===== config.mk =====
export PLATFORM = sky130hd
export DESIGN_NAME = efuse_shadow_load_flat
export DESIGN_NICKNAME = d
export VERILOG_FILES = /design/src/rtl/efuse_shadow_pkg.sv /design/src/rtl/efuse_shadow_if.sv /design/src/rtl/efuse_shadow_chk.sv /design/src/rtl/efuse_shadow_load.sv /design/src/flat_wrapper.sv
export SDC_FILE = /design/constraint.sdc
export NUM_CORES = 1
export LEC_CHECK = 0
export ABC_CLOCK_PERIOD_IN_PS = 7800
export BUFFER_PORTS_ARGS = -buffer_cell sky130_fd_sc_hd__buf_2
export CAP_MARGIN = 40
export CORE_ASPECT_RATIO = 1.75
export CORE_MARGIN = 2
export CORE_UTILIZATION = 40
export CTS_CLUSTER_SIZE = 30
export DETAILED_ROUTE_END_ITERATION = 8
export HOLD_SLACK_MARGIN = 0.15
export MAX_ROUTING_LAYER = met4
export PLACE_DENSITY = 0.65
export SLEW_MARGIN = 0
export SYNTH_ARGS = -nofsm -noshare
export SYNTH_HDL_FRONTEND = slang
export SYNTH_SLANG_ARGS = --single-unit

===== constraint.sdc =====
create_clock -name clk -period 7.8 [get_ports clk]
set_input_delay 0.78 -clock clk [delete_from_list [all_inputs] [get_ports clk]]
set_output_delay 0.78 -clock clk [all_outputs]
set_load 0.01 [all_outputs]

===== src/rtl/efuse_shadow_pkg.sv =====
// Shared types and constants for the efuse shadow loader.
package efuse_shadow_pkg;

  localparam int        SHADOW_W = 256;
  localparam int        NBYTE    = 32;
  localparam logic [7:0] CHK_KEY = 8'h5A;

  typedef enum logic [2:0] {
    ST_IDLE,
    ST_LOAD,
    ST_CHECK,
    ST_VALID,
    ST_ERROR
  } state_e;

  // Byte 31 value a well-formed image must carry: (sum of bytes 0..30) ^ CHK_KEY.
  function automatic logic [7:0] f_chk_ref(input logic [SHADOW_W-1:0] d);
    logic [7:0] s;
    s = 8'h00;
    for (int i = 0; i < NBYTE - 1; i++) s = s + d[i*8 +: 8];
    return s ^ CHK_KEY;
  endfunction

endpackage


===== src/rtl/efuse_shadow_if.sv =====
// Autoload chunk bus and shadow result bus. EFUSE_SHADOW_OVR_EN adds the register override port.
interface efuse_shadow_if #(parameter int NR = 64);
  localparam int NCH = 256 / NR;
  localparam int CW  = (NCH > 1) ? $clog2(NCH) : 1;

  logic          load_start;
  logic          chunk_vld;
  logic [CW-1:0] chunk_sel;
  logic [NR-1:0] chunk_data;
  logic          load_done;
  logic [255:0]  shadow_data;
  logic          shadow_vld;
  logic          shadow_crc_err;
  logic          shadow_miss_err;
  logic          shadow_busy;
`ifdef EFUSE_SHADOW_OVR_EN
  logic          rg_shadow_ovr_we;
  logic [4:0]    rg_shadow_ovr_addr;
  logic [7:0]    rg_shadow_ovr_byte;
  logic          shadow_ovr;

  modport master (output load_start, chunk_vld, chunk_sel, chunk_data, load_done,
                  output rg_shadow_ovr_we, rg_shadow_ovr_addr, rg_shadow_ovr_byte,
                  input  shadow_data, shadow_vld, shadow_crc_err, shadow_miss_err,
                  input  shadow_busy, shadow_ovr);
  modport slave  (input  load_start, chunk_vld, chunk_sel, chunk_data, load_done,
                  input  rg_shadow_ovr_we, rg_shadow_ovr_addr, rg_shadow_ovr_byte,
                  output shadow_data, shadow_vld, shadow_crc_err, shadow_miss_err,
                  output shadow_busy, shadow_ovr);
`else
  modport master (output load_start, chunk_vld, chunk_sel, chunk_data, load_done,
                  input  shadow_data, shadow_vld, shadow_crc_err, shadow_miss_err,
                  input  shadow_busy);
  modport slave  (input  load_start, chunk_vld, chunk_sel, chunk_data, load_done,
                  output shadow_data, shadow_vld, shadow_crc_err, shadow_miss_err,
                  output shadow_busy);
`endif
endinterface


===== src/rtl/efuse_shadow_chk.sv =====
// Sequential byte checksum: sums bytes 0..30 one per cycle, then compares byte 31 against sum ^ key.
module efuse_shadow_chk
  import efuse_shadow_pkg::*;
(
  input  logic                clk,
  input  logic                rst,
  input  logic                start_i,
  input  logic                clr_i,
  input  logic [SHADOW_W-1:0] data_i,
  output logic                done_o,
  output logic                pass_o
);

  logic       active_q, active_d;
  logic [4:0] idx_q, idx_d;
  logic [7:0] acc_q, acc_d;

  always_ff @(posedge clk or posedge rst) begin
    if (rst) begin
      active_q <= 1'b0;
      idx_q    <= '0;
      acc_q    <= '0;
    end else begin
      active_q <= active_d;
      idx_q    <= idx_d;
      acc_q    <= acc_d;
    end
  end

  always_comb begin
    active_d = active_q;
    idx_d    = idx_q;
    acc_d    = acc_q;
    if (clr_i || start_i) begin
      active_d = start_i && !clr_i;
      idx_d    = '0;
      acc_d    = '0;
    end else if (active_q) begin
      if (idx_q == 5'(NBYTE - 1)) begin
        active_d = 1'b0;
      end else begin
        acc_d = acc_q + data_i[{idx_q, 3'b000} +: 8];
        idx_d = idx_q + 5'd1;
      end
    end
  end

  // Compare cycle: index has reached the key byte, acc holds sum of bytes 0..30.
  assign done_o = active_q && (idx_q == 5'(NBYTE - 1));
  assign pass_o = data_i[SHADOW_W-1 -: 8] == (acc_q ^ CHK_KEY);

endmodule


===== src/rtl/efuse_shadow_load.sv =====
// Efuse autoload shadow register with chunk-presence and checksum validation.
// Optional byte override port enabled by EFUSE_SHADOW_OVR_EN.
module efuse_shadow_load
  import efuse_shadow_pkg::*;
#(
  parameter int NR = 64
) (
  input  logic           clk,
  input  logic           rst,
  efuse_shadow_if.slave  bus
);

  localparam int NCH = SHADOW_W / NR;

  state_e              state_q, state_d;
  logic [SHADOW_W-1:0] shadow_q;
  logic [NCH-1:0]      bmp_q, bmp_nxt, sel_oh;
  logic                vld_q, crc_q, miss_q;
  logic                in_load, all_in, chk_start, chk_done, chk_pass;

  assign in_load   = (state_q == ST_LOAD);
  assign sel_oh    = NCH'(1) << bus.chunk_sel;
  // Presence including a chunk landing in the same cycle as load_done.
  assign bmp_nxt   = bmp_q | ((in_load && bus.chunk_vld) ? sel_oh : '0);
  assign all_in    = &bmp_nxt;
  assign chk_start = in_load && bus.load_done && all_in && !bus.load_start;

  efuse_shadow_chk u_chk (
    .clk     (clk),
    .rst     (rst),
    .start_i (chk_start),
    .clr_i   (bus.load_start),
    .data_i  (shadow_q),
    .done_o  (chk_done),
    .pass_o  (chk_pass)
  );

  always_ff @(posedge clk or posedge rst) begin
    if (rst) state_q <= ST_IDLE;
    else     state_q <= state_d;
  end

  always_comb begin
    state_d = state_q;
    if (bus.load_start) begin
      state_d = ST_LOAD;
    end else begin
      case (state_q)
        ST_LOAD:  if (bus.load_done) state_d = all_in ? ST_CHECK : ST_ERROR;
        ST_CHECK: if (chk_done)      state_d = chk_pass ? ST_VALID : ST_ERROR;
        default:  state_d = state_q;
      endcase
    end
  end

`ifdef EFUSE_SHADOW_OVR_EN
  logic ovr_q;
  logic ovr_ok;
  assign ovr_ok = bus.rg_shadow_ovr_we && (state_q == ST_VALID || state_q == ST_ERROR);
`endif

  always_ff @(posedge clk or posedge rst) begin
    if (rst) begin
      shadow_q <= '0;
      bmp_q    <= '0;
      vld_q    <= 1'b0;
      crc_q    <= 1'b0;
      miss_q   <= 1'b0;
`ifdef EFUSE_SHADOW_OVR_EN
      ovr_q    <= 1'b0;
`endif
    end else if (bus.load_start) begin
      shadow_q <= '0;
      bmp_q    <= '0;
      vld_q    <= 1'b0;
      crc_q    <= 1'b0;
      miss_q   <= 1'b0;
`ifdef EFUSE_SHADOW_OVR_EN
      ovr_q    <= 1'b0;
`endif
    end else begin
      if (in_load && bus.chunk_vld) begin
        shadow_q[bus.chunk_sel*NR +: NR] <= bus.chunk_data;
        bmp_q                            <= bmp_nxt;
      end
      if (in_load && bus.load_done && !all_in) miss_q <= 1'b1;
      if (state_q == ST_CHECK && chk_done) begin
        vld_q <= chk_pass;
        crc_q <= !chk_pass;
      end
`ifdef EFUSE_SHADOW_OVR_EN
      // Override patches the published image only; flags keep their checked verdict.
      if (ovr_ok) begin
        shadow_q[{bus.rg_shadow_ovr_addr, 3'b000} +: 8] <= bus.rg_shadow_ovr_byte;
        ovr_q                                           <= 1'b1;
      end
`endif
    end
  end

  always_comb begin
    bus.shadow_data     = shadow_q;
    bus.shadow_vld      = vld_q;
    bus.shadow_crc_err  = crc_q;
    bus.shadow_miss_err = miss_q;
    bus.shadow_busy     = (state_q == ST_LOAD) || (state_q == ST_CHECK);
`ifdef EFUSE_SHADOW_OVR_EN
    bus.shadow_ovr      = ovr_q;
`endif
  end

endmodule

===== src/flat_wrapper.sv =====
// flat-port wrapper written by rule: the top's interface ports become plain ports
module efuse_shadow_load_flat import efuse_shadow_pkg::*;
#(
  parameter int NR = 64
)
  (clk, rst, bus_load_start, bus_chunk_vld, bus_chunk_sel, bus_chunk_data, bus_load_done, bus_shadow_data, bus_shadow_vld, bus_shadow_crc_err, bus_shadow_miss_err, bus_shadow_busy);
  efuse_shadow_if #(.NR(NR)) bus_i ();
  input  logic clk;
  input  logic rst;
  input wire logic [$bits(bus_i.load_start)-1:0] bus_load_start;
  input wire logic [$bits(bus_i.chunk_vld)-1:0] bus_chunk_vld;
  input wire logic [$bits(bus_i.chunk_sel)-1:0] bus_chunk_sel;
  input wire logic [$bits(bus_i.chunk_data)-1:0] bus_chunk_data;
  input wire logic [$bits(bus_i.load_done)-1:0] bus_load_done;
  output wire logic [$bits(bus_i.shadow_data)-1:0] bus_shadow_data;
  output wire logic [$bits(bus_i.shadow_vld)-1:0] bus_shadow_vld;
  output wire logic [$bits(bus_i.shadow_crc_err)-1:0] bus_shadow_crc_err;
  output wire logic [$bits(bus_i.shadow_miss_err)-1:0] bus_shadow_miss_err;
  output wire logic [$bits(bus_i.shadow_busy)-1:0] bus_shadow_busy;
  assign bus_i.load_start = bus_load_start;
  assign bus_i.chunk_vld = bus_chunk_vld;
  assign bus_i.chunk_sel = bus_chunk_sel;
  assign bus_i.chunk_data = bus_chunk_data;
  assign bus_i.load_done = bus_load_done;
  assign bus_shadow_data = bus_i.shadow_data;
  assign bus_shadow_vld = bus_i.shadow_vld;
  assign bus_shadow_crc_err = bus_i.shadow_crc_err;
  assign bus_shadow_miss_err = bus_i.shadow_miss_err;
  assign bus_shadow_busy = bus_i.shadow_busy;
  efuse_shadow_load #(.NR(NR)) u_core (.clk(clk), .rst(rst), .bus(bus_i));
endmodule

==> key figures, run 1 <==
Synth
  – EDFF count, synth: 0
  – Mean Syn Cell Area: approximately 10 um2
  – Synth area leaders: dfrtp_1 (52%), nand2_1 (14%), mux4_2 (12%)
  – Syn Nets: about 1500
  – YS warnings: 0
  – Mapped Area: around 0.014 mm2
  – FFs w/ async S/R, synth: 100%
  – Dominant cell type by area after synthesis: dfrtp_1
  – Flops & latches, synth: 280
  – Mapped Cells: about 1400
  – Synth top area share: roughly 52%
  – Netlist cell types: 42
  – Sequential area share after synthesis: about 52%
  – Main flop type after synthesis: dfrtp_1

Clock network
  – Post-cts resize count: 0
  – Post-CTS Setup Inserts: 0
  – H-tree depth: 1
  – CTS tree: yes
  – CTS max path bufs: 3
  – Clk sinks: 280
  – Clk_lat worst skew: ~0.57 ns
  – Clock root buffer: clkbuf_16
  – Num CTS Buffers: 28
  – Clk slew on worst S/H paths: ~0.06 ns
  – Hold_buf cts: 0

Routing
  – Routed wl met2: 27400 um
  – WL met3: 3500 um
  – Avg WL per Cell: roughly 25 um
  – Detailed Route WL: between 50000 and 60000 um
  – Drt via density: 5.56
  – Detailed Routing Iterations Pass 1: 5
  – Via count: 11900
  – Top sig layer: met4
  – Detail Route Antenna Nets: 0
  – Drt drc: 0
  – Met1 WL: ~18000 um
  – Drt initial violations: roughly 1100

Global routing
  – First-pass GRT wire length: 79000 um
  – Overflow left after global routing: 0
  – Initial antenna violation count: 0
  – Largest net degree at the start of global routing: between 150 and 200
  – Total global-route track usage: about a third
  – Vias in the first global route: 11700

STA
  – Slew @ Worst Pin: between 0.9 and 1 ns
  – Hold_ws: around 0.27 ns
  – Slew headroom: between 30% and 40%
  – Final Hold Viols: 0
  – RSZ-0062 raised after global routing: false
  – PnR worst setup slack: 3.12 ns
  – Fmax: approximately 210 MHz
  – Final period utilization: ~60%
  – Min Tclk post-route: 4.68 ns
  – Worst Skew: about 0.019 ns
  – Fin Setup TNS: 0 ns
  – Max Slew Vio Count: 0
  – Setup-failing EPs final: 0

Finish
  – Net count, final: between 1500 and 2000
  – Fin util: 49.6%
  – Layout cells sized above 1: just under 30%
  – Final Non-Filler Cells: roughly 2100
  – ANT cells: 0
  – Final cell area excluding filler cells: around 0.017 mm2
  – Synthesis-to-layout area growth: 23.1%

Power and ir drop
  – Pwr Density: 191 mW/mm2
  – VDD IR max: roughly 0.00017 V
  – Clk pwr share: between 40% and 50%
  – Sw power: 0.785 mW
  – Static Leak: ~8 nW
  – P_int: approximately 2.4 mW
  – Sequential power share: 46.8%
  – Comb power frac: under 10%
  – Sw Ratio: about a quarter
  – PnR Total Power: between 3 and 4 mW

Die
  – Die area: about 0.035 mm2
  – Die width: ~140 um
  – Core box area: ~0.034 mm2
  – Die Ht: 247 um
  – # rows: 89
  – I/O Pins: about 330
  – Initial Util: about 40%

Place
  – Routability congestion estimate: a little under 1
  – Port Buffers: 330
  – Dpl ws: ~3.2 ns
  – Area after DPL: between 0.015 and 0.02 mm2
  – DP Cell Count: ~2100
  – Post-DP HPWL: approximately 40000 um

Min path
  – HP Class: input port to async pin

Setup path
  – Required time worst endpoint: about 8.3 ns
  – Arr. time, crit path: around 5.1 ns
  – Crit path kind: flop to flop
  – Setup crit end kind: flop
  – Crit start category: flop
  – Crit-path max FO: 30

Flow run
  – Max-cap violations: 0

Status
  – Status: finished clean
power by group through the flow:
| stage | Clock, mW | Combinational (mW) | Sequential, mW |
|---|---|---|---|
| 3_3_place_gp | 0 | 0.213 | 1.51 |
| 5_1_grt | 1.54 | 0.238 | 1.48 |
| 6_report | 1.46 | 0.223 | 1.48 |
| 4_1_cts | 1.48 | 0.223 | 1.48 |
| 2_1_floorplan | 0 | 0.0979 | 1.51 |
| 3_5_place_dp | 0 | 0.223 | 1.51 |
placed cells by master, fill, tap and decap left out, types with 3 or more instances in the layout:
cell	Yosys	layout
buf_4	0	17
clkinvlp_4	0	4
a311oi_1	4	4
mux2i_1	8	8
nor3_1	3	3
a21oi_4	0	4
mux4_2	70	70
xnor2_1	11	11
o21ai_1	228	228
a21oi_1	27	23
buf_2	11	330
o21ai_0	10	10
bufinv_16	0	5
nor4_4	0	4
a22o_1	19	19
nand4_1	3	3
nor2_1	21	21
dfrtp_1	280	278
inv_1	7	6
ha_1	17	17
a211oi_1	5	5
nand2b_1	7	7
mux2_2	8	8
xor2_1	6	6
buf_12	0	5
clkbuf_1	82	6
a21o_1	3	3
clkbuf_16	0	29
nor2b_1	10	10
a2111oi_0	4	4
clkinv_2	0	6
nand2_1	500	500
final timing paths:
| check | from | endpoint | slack, ns | cells after the start |
|---|---|---|---|---|
| min in group clk | u_core.bmp_q[0]$_DFFE_PP0P_ | u_core.bmp_q[0]$_DFFE_PP0P_ | 0.49 | 2 |
| worst min register to register | u_core.bmp_q[0]$_DFFE_PP0P_ | u_core.bmp_q[0]$_DFFE_PP0P_ | 0.49 | 2 |
| worst max register to register | u_core.u_chk.idx_q[0]$_DFFE_PP0P_ | u_core.u_chk.acc_q[7]$_DFFE_PP0P_ | 3.12 | 12 |
| max in group asynchronous | rst | u_core.bus.shadow_data[179]$_DFFE_PP0P_ | 6.26 | 3 |
| worst max-delay path | u_core.u_chk.idx_q[0]$_DFFE_PP0P_ | u_core.u_chk.acc_q[7]$_DFFE_PP0P_ | 3.12 | 12 |
| worst min-delay path | rst | u_core.bus.shadow_data[32]$_DFFE_PP0P_ | 0.27 | 2 |
kinds of logic after synthesis:
group,Yosys count,share of synthesized area [%]
compound gates,307,12.4
mux,86,12.9
buf+inv,113,3.47
flops,280,51.9
simple gates,559,16.5
fa+ha+maj,18,1.72
xor+xnor,17,1.10
critical path, cell delays in order (launching register included):
cell     delay, ns
dfrtp_4       0.72
buf_4         0.54
mux4_2        0.59
mux4_2        0.54
mux2_2        0.32
ha_1          0.28
a21o_1        0.15
a21oi_1       0.29
nor4b_1       0.29
o31ai_1       0.15
a21o_1        0.16
a21oi_1       0.15
mux2_2        0.35
state kept, by name, summed over array words and instances (netlist names):
register,cells
u_core.bmp_q,4
u_core.bus.shadow_crc_err,1
u_core.bus.shadow_data,256
u_core.bus.shadow_miss_err,1
u_core.bus.shadow_vld,1
u_core.state_q,3
u_core.u_chk.acc_q,8
u_core.u_chk.active_q,1
u_core.u_chk.idx_q,5
layout make-up:
cell class | instances | area [um2]
clock buffer | 37 | 776
clock inverter | 15 | 211
fill | 3079 | 16900
inverter | 8 | 33.8
multi-input combinational | 987 | 6110
sequential | 280 | 7010
tap | 455 | 569
timing repair buffer | 353 | 1910
layer usage:
metal | vias to the layer above | track usage, %
met5 | - | -
met4 | 0 | 21.9
met3 | 168 | 3.68
met2 | 662 | 52.6
met1 | 5756 | 35.6
li1 | 5289 | -
Yosys cell counts (3+ instances only):
cell type / n
nand2_1: 500
dfrtp_1: 280
o21ai_1: 228
clkbuf_1: 82
mux4_2: 70
a21oi_1: 27
nor2_1: 21
a22o_1: 19
ha_1: 17
buf_2: 11
xnor2_1: 11
nor2b_1: 10
o21ai_0: 10
buf_1: 8
mux2_2: 8
mux2i_1: 8
inv_1: 7
nand2b_1: 7
xor2_1: 6
a211oi_1: 5
a2111oi_0: 4
a311oi_1: 4
buf_6: 4
nor4_2: 4
a21o_1: 3
nand4_1: 3
nor3_1: 3
Power figures use the tool's default switching activity.
==> run 2, diff against run 1 <==
--- a/config.mk
+++ b/config.mk
@@ -5,7 +5,7 @@
 export SDC_FILE = /design/constraint.sdc
 export NUM_CORES = 1
 export LEC_CHECK = 0
-export ABC_CLOCK_PERIOD_IN_PS = 7800
+export ABC_CLOCK_PERIOD_IN_PS = 4690
 export BUFFER_PORTS_ARGS = -buffer_cell sky130_fd_sc_hd__buf_2
 export CAP_MARGIN = 40
 export CORE_ASPECT_RATIO = 1.75
@@ -15,7 +15,6 @@
 export DETAILED_ROUTE_END_ITERATION = 8
 export HOLD_SLACK_MARGIN = 0.15
 export MAX_ROUTING_LAYER = met4
-export PLACE_DENSITY = 0.65
 export SLEW_MARGIN = 0
 export SYNTH_ARGS = -nofsm -noshare
 export SYNTH_HDL_FRONTEND = slang
==> constraint.sdc (replaced) <==
create_clock -name clk -period 4.69 [get_ports clk]
set_input_delay 0.469 -clock clk [delete_from_list [all_inputs] [get_ports clk]]
set_output_delay 0.469 -clock clk [all_outputs]
set_load 0.01 [all_outputs]
==> key figures, run 2 (same netlist as run 1, synthesis figures left out) <==
Setup path
  – Critical-path cell list: buf_4 -> mux4_2 -> mux4_2 -> mux2_2 -> ha_1 -> a21o_1 -> a21oi_1 -> nor4b_1 -> o31ai_1 -> a21o_1 -> a21oi_1 -> mux2_2
  – Slowest CP cell: dfrtp_4
  – Required time worst endpoint: 5.12 ns (-3.13 ns)
  – Worst r2r dst: u_core.u_chk.acc_q[7]$_DFFE_PP0P_
  – R2r startpoint: u_core.u_chk.idx_q[0]$_DFFE_PP0P_
  – Crit path kind: flop to flop
  – Crit-path max FO: 31 (+3.3%)
  – Arr. time, crit path: 4.82 ns (-0.31 ns)
  – CP max stage delay: 0.83 ns (+0.11 ns)
  – Crit start category: flop
  – Reg2Reg Depth: 12 (unchanged)
  – Setup crit end kind: flop
  – Internal reg-to-reg setup slack: 0.30 ns (-2.82 ns)

Routing
  – Avg WL per Cell: 25.8 um (+2.0%)
  – Detail Route Antenna Nets: 0 (unchanged)
  – Drt drc: 0 (unchanged)
  – Detailed Routing Iterations Pass 1: 5 (unchanged)
  – Detailed Route WL: 55100 um (+2.1%)
  – Drt initial violations: 1116 (unchanged)
  – Drt via density: 5.51 (-0.97%)
  – Via count: 11800 (-0.83%)

Place
  – Routability congestion estimate: 0.932 (-3.1%)
  – Port Buffers: 330 (unchanged)
  – Dpl ws: 0.297 ns (-2.86 ns)
  – Post-DP HPWL: 42300 um (+2.6%)

Die
  – Die Ht: 247 um (unchanged)
  – Die area: 0.0353 mm2 (unchanged)
  – I/O Pins: 331 (unchanged)
  – # rows: 89 (unchanged)
  – Die width: 143 um (unchanged)
  – Initial Util: 40.3% (unchanged)
  – Core box area: 0.0335 mm2 (unchanged)

STA
  – Fin Setup TNS: 0 ns (unchanged)
  – Final period utilization: 93.6% (+34 points)
  – Slew headroom: 39.3% (+3.4 points)
  – PnR worst setup slack: 0.302 ns (-2.82 ns)
  – Max Slew Vio Count: 0 (unchanged)
  – Setup-failing EPs final: 0 (unchanged)
  – Final Hold Viols: 0 (unchanged)
  – Slew @ Worst Pin: 0.911 ns (-0.0507 ns)
  – Worst Skew: 0.0126 ns (-0.00607 ns)
  – Fmax: 228 MHz (+6.7%)
  – Min Tclk post-route: 4.39 ns (-0.292 ns)
  – RSZ-0062 raised after global routing: false

Finish
  – Fillers: 3157 (+2.5%)
  – Max reg flops: 256 (unchanged)
  – Most common cell after layout, fill and taps aside: nand2_1
  – Most frequent cells in the layout: nand2_1 (500), buf_2 (330), dfrtp_1 (278)
  – Layout cells sized above 1: 29.5% (+0.30 points)
  – Net count, final: 1753 (+0.34%)
  – Synthesis-to-layout area growth: 23.2% (about the same)
  – ANT cells: 0 (unchanged)

Global routing
  – Largest net degree at the start of global routing: 146 (-6.4%)
  – Initial antenna violation count: 0 (unchanged)
  – Overflow left after global routing: 0 (unchanged)
  – First-pass GRT wire length: 80000 um (+1.3%)
  – Total global-route track usage: 32.4% (+0.77 points)
  – Vias in the first global route: 11400 (-2.4%)

Clock network
  – CTS tree: yes
  – Clk slew on worst S/H paths: 0.07 ns (about the same)
  – Clock root buffer: clkbuf_16
  – Clk_lat worst skew: 0.55 ns (-0.02 ns)
  – Clk sinks: 280 (unchanged)
  – Num CTS Buffers: 27 (-3.6%)
  – CTS max path bufs: 3 (unchanged)
  – H-tree depth: 1 (unchanged)

Min path
  – Hold Path Cell Cnt: 3
  – Worst Hold Endpoint: u_core.bus.shadow_data[15]$_DFFE_PP0P_
  – HP Class: input port to flop
  – Hold_sp: bus_chunk_data[15]

Status
  – Status: finished clean

Power and ir drop
  – VDD IR max: 0.000293 V (+73%)
  – PnR Total Power: 5.23 mW (+65%)
  – Static Leak: 7.80 nW (+0.38%)
  – Pwr Density: 315 mW/mm2 (+65%)

Flow run
  – Max-cap violations: 0 (unchanged)
-- run 2: where the power goes --
part	total (mW)	internal (mW)	leakage (nW)	switching [mW]
Combinational	0.373	0.0853	3.43	0.288
Clock	2.39	1.41	0.474	0.976
Sequential	2.47	2.44	3.90	0.0288
-- run 2: final cells by class --
type	instances	area, um2	share of cell area, %
Sequential cell	280	7010	42.2
Multi-Input combinational cell	987	6110	36.8
Timing Repair Buffer	360	1950	11.7
Clock buffer	31	711	4.27
Tap cell	455	569	3.42
Clock inverter	17	241	1.45
Inverter	8	33.8	0.203
-- run 2: worst max path at each step --
| stage | startpoint | end | slack, ns |
|---|---|---|---|
| global placement | u_core.u_chk.idx_q[0]$_DFFE_PP0P_ | u_core.u_chk.acc_q[7]$_DFFE_PP0P_ | 0.44 |
| detailed placement | u_core.u_chk.idx_q[0]$_DFFE_PP0P_ | u_core.u_chk.acc_q[7]$_DFFE_PP0P_ | 0.30 |
| CTS | u_core.u_chk.idx_q[0]$_DFFE_PP0P_ | u_core.u_chk.acc_q[7]$_DFFE_PP0P_ | 0.28 |
| global route | u_core.u_chk.idx_q[0]$_DFFE_PP0P_ | u_core.u_chk.acc_q[7]$_DFFE_PP0P_ | 0.07 |
| finish | u_core.u_chk.idx_q[0]$_DFFE_PP0P_ | u_core.u_chk.acc_q[7]$_DFFE_PP0P_ | 0.30 |
| floorplan | rst | u_core.bmp_q[0]$_DFFE_PP0P_ | 0.51 |
-- run 2: worst max-delay path, delay by kind of cell, from the launching register on --
kind	cells	cell delay, ns
DFF	1	0.83
buffers and inverters	1	0.29
adders and majority gates	1	0.21
muxes	4	1.61
AOI/OAI and AO/OA	5	1.00
and+or+nand+nor	1	0.32
-- run 2: through the flow --
step	area, um2	hold WS [ns]	util, %	std cells
floorplan	13500	0.449	-	1380
global placement	15600	0.466	46.7	2088
detailed placement	15700	0.467	46.7	2089
CTS	16600	0.173	49.6	2138
global route	16600	0.186	49.6	2138
finish	16600	0.202	49.6	2138
-- run 2: timing repair --
action / CTS / global route
hold buffers: 1 / 0
endpoints found under the setup margin: 0 / 0
resized for setup: 0 / 0
endpoints found under the hold margin: 12 / 0
setup buffers: 0 / 0
-- run 2: layer usage --
layer,part of all wire (%),vias to the layer above,GRT usage [%]
met1,35,5758,37.5
met3,6.5,133,3.87
met4,8.1,0,20.7
li1,-,5294,-
met5,0,-,-
met2,50,591,53.5
==> run 3, diff against run 2 <==
--- a/config.mk
+++ b/config.mk
@@ -9,7 +9,7 @@
 export BUFFER_PORTS_ARGS = -buffer_cell sky130_fd_sc_hd__buf_2
 export CAP_MARGIN = 40
 export CORE_ASPECT_RATIO = 1.75
-export CORE_MARGIN = 2
+export CORE_MARGIN = 8
 export CORE_UTILIZATION = 40
 export CTS_CLUSTER_SIZE = 30
 export DETAILED_ROUTE_END_ITERATION = 8
==> key figures, run 3 (same netlist as run 1, synthesis figures left out) <==
Setup path
  – Reg2Reg Depth: 11 (-1)
  – Worst Path Buf+Inv: 0 (-1)
  – Worst r2r dst: u_core.u_chk.acc_q[7]$_DFFE_PP0P_
  – Crit path kind: flop to flop
  – Internal reg-to-reg setup slack: 0.35 ns (+0.04 ns)
  – Crit start category: flop
  – CP max stage delay: 0.93 ns (+0.10 ns)
  – Slowest CP cell: dfrtp_4
  – Required time worst endpoint: 5.14 ns (+0.02 ns)
  – Top delay family on crit path: multiplexers
  – R2r startpoint: u_core.u_chk.idx_q[0]$_DFFE_PP0P_
  – Critical-path cell list: mux4_2 -> mux4_2 -> mux2_2 -> ha_1 -> a21o_1 -> a21oi_1 -> nor4b_1 -> o31ai_1 -> a21o_1 -> a21oi_1 -> mux2_2
  – Crit-path max FO: 39 (+26%)
  – Arr. time, crit path: 4.79 ns (-0.03 ns)
  – Setup crit end kind: flop

Min path
  – Hold Path Cell Cnt: 3 (unchanged)
  – HP Class: input port to flop
  – Worst Hold Endpoint: u_core.bus.shadow_data[143]$_DFFE_PP0P_
  – Hold_sp: bus_chunk_data[15]

Routing
  – WL met3: 3090 um (-14%)
  – Drt drc: 0 (unchanged)
  – Routed wl met2: 29000 um (+4.4%)
  – Top sig layer: met4
  – Drt initial violations: 1030 (-7.7%)
  – Met1 WL: 20400 um (+5.5%)
  – Avg WL per Cell: 26.6 um (+3.3%)
  – Detail Route Antenna Nets: 0 (unchanged)
  – Via count: 11800 (+0.27%)
  – Detailed Route WL: 57000 um (+3.5%)
  – Detailed Routing Iterations Pass 1: 5 (unchanged)
  – Drt via density: 5.52 (+0.13%)

STA
  – Fin Setup TNS: 0 ns (unchanged)
  – PnR worst setup slack: 0.346 ns (+0.0439 ns)
  – Min Tclk post-route: 4.34 ns (-0.0439 ns)
  – Slew @ Worst Pin: 0.889 ns (-0.0221 ns)
  – Fmax: 230 MHz (+1.0%)
  – Hold_ws: 0.192 ns (-0.00975 ns)
  – Setup-failing EPs final: 0 (unchanged)
  – Worst Skew: 0.0143 ns (+0.00169 ns)
  – Final period utilization: 92.6% (-0.94 points)
  – RSZ-0062 raised after global routing: false
  – Max Slew Vio Count: 0 (unchanged)
  – Final Hold Viols: 0 (unchanged)
  – Slew headroom: 40.6% (+1.3 points)

Die
  – Die width: 155 um (+8.4%)
  – I/O Pins: 331 (unchanged)
  – Die area: 0.0401 mm2 (+14%)
  – Die Ht: 259 um (+4.9%)
  – Core box area: 0.0335 mm2 (unchanged)
  – # rows: 89 (unchanged)
  – Initial Util: 40.3% (unchanged)

Power and ir drop
  – Pwr Density: 318 mW/mm2 (+1.2%)
  – PnR Total Power: 5.31 mW (+1.5%)
  – VDD IR max: 0.000298 V (+1.7%)
  – Static Leak: 7.81 nW (+0.17%)

Place
  – Routability congestion estimate: 0.971 (+4.2%)
  – Area after DPL: 0.0157 mm2 (+0.14%)
  – Port Buffers: 330 (unchanged)
  – Dpl ws: 0.338 ns (+0.0412 ns)
  – DP Cell Count: 2091 (+0.096%)
  – Post-DP HPWL: 44300 um (+4.6%)

Finish
  – Final Non-Filler Cells: 2141 (+0.14%)
  – Fin util: 49.8% (+0.17 points)
  – Synthesis-to-layout area growth: 23.6%
  – Final cell area excluding filler cells: 0.0167 mm2 (+0.35%)
  – Max reg flops: 256 (unchanged)
  – Most frequent cells in the layout: nand2_1 (500), buf_2 (330), dfrtp_1 (278)
  – Most common cell after layout, fill and taps aside: nand2_1
  – Layout cells sized above 1: 29.3% (-0.21 points)
  – Net count, final: 1754 (+0.057%)

Status
  – Status: finished clean

Clock network
  – Clk slew on worst S/H paths: 0.07 ns (about the same)
  – Clk_lat worst skew: 0.56 ns (about the same)
  – Num CTS Buffers: 26 (-3.7%)
  – Clock root buffer: clkbuf_16
  – H-tree depth: 1 (unchanged)
  – CTS tree: yes
  – Clk sinks: 280 (unchanged)
  – CTS max path bufs: 3 (unchanged)

Global routing
  – Initial antenna violation count: 1 (+1)
  – Total global-route track usage: 29.0% (-3.4 points)
  – Overflow left after global routing: 0 (unchanged)
  – Largest net degree at the start of global routing: 116 (-21%)
  – Vias in the first global route: 11500 (+1.1%)
  – First-pass GRT wire length: 82200 um (+2.8%)

Flow run
  – Max-cap violations: 0 (unchanged)
-- run 3: worst reg2reg max path, delay by kind of cell, from the launching register on --
kind / cells / cell delay, ns
and+or+nand+nor: 1 / 0.29
AOI/OAI and AO/OA: 5 / 0.91
adders and majority gates: 1 / 0.28
muxes: 4 / 1.84
DFF: 1 / 0.93
-- run 3: repair_timing --
item	CTS	global route
setup buffers	0	0
hold buffers	1	0
endpoints found under the setup margin	0	0
resized for setup	0	0
hold endpoints to repair	10	0
-- run 3: per-layer routing --
metal | track usage (%) | vias to the layer above
met5 | - | -
met4 | 20.2 | 0
met3 | 3.52 | 127
met2 | 48.5 | 562
met1 | 31.9 | 5819
li1 | - | 5300
-- run 3: worst max path at each step --
stage / start / endpoint / slack, ns / cells after the start
floorplan: rst / u_core.bmp_q[0]$_DFFE_PP0P_ / 0.51 / 1
global placement: u_core.u_chk.idx_q[0]$_DFFE_PP0P_ / u_core.u_chk.acc_q[7]$_DFFE_PP0P_ / 0.37 / 11
detailed placement: u_core.u_chk.idx_q[0]$_DFFE_PP0P_ / u_core.u_chk.acc_q[7]$_DFFE_PP0P_ / 0.34 / 11
CTS: u_core.u_chk.idx_q[0]$_DFFE_PP0P_ / u_core.u_chk.acc_q[7]$_DFFE_PP0P_ / 0.30 / 11
global route: u_core.u_chk.idx_q[0]$_DFFE_PP0P_ / u_core.u_chk.acc_q[7]$_DFFE_PP0P_ / 0.12 / 11
finish: u_core.u_chk.idx_q[0]$_DFFE_PP0P_ / u_core.u_chk.acc_q[7]$_DFFE_PP0P_ / 0.35 / 11
-- run 3: power breakdown --
part	switching, mW	internal (mW)	total [mW]
logic	0.289	0.0841	0.373
clock network	0.967	1.50	2.47
registers	0.0272	2.44	2.47
-- run 3: final cells by class --
class                      instances  area, um2
multi-input combinational        987       6110
fill                            3197      16800
sequential                       280       7010
antenna                            1       2.50
inverter                           8       33.8
clock buffer                      38        757
clock inverter                    10        228
timing repair buffer             362       1970
tap                              455        569
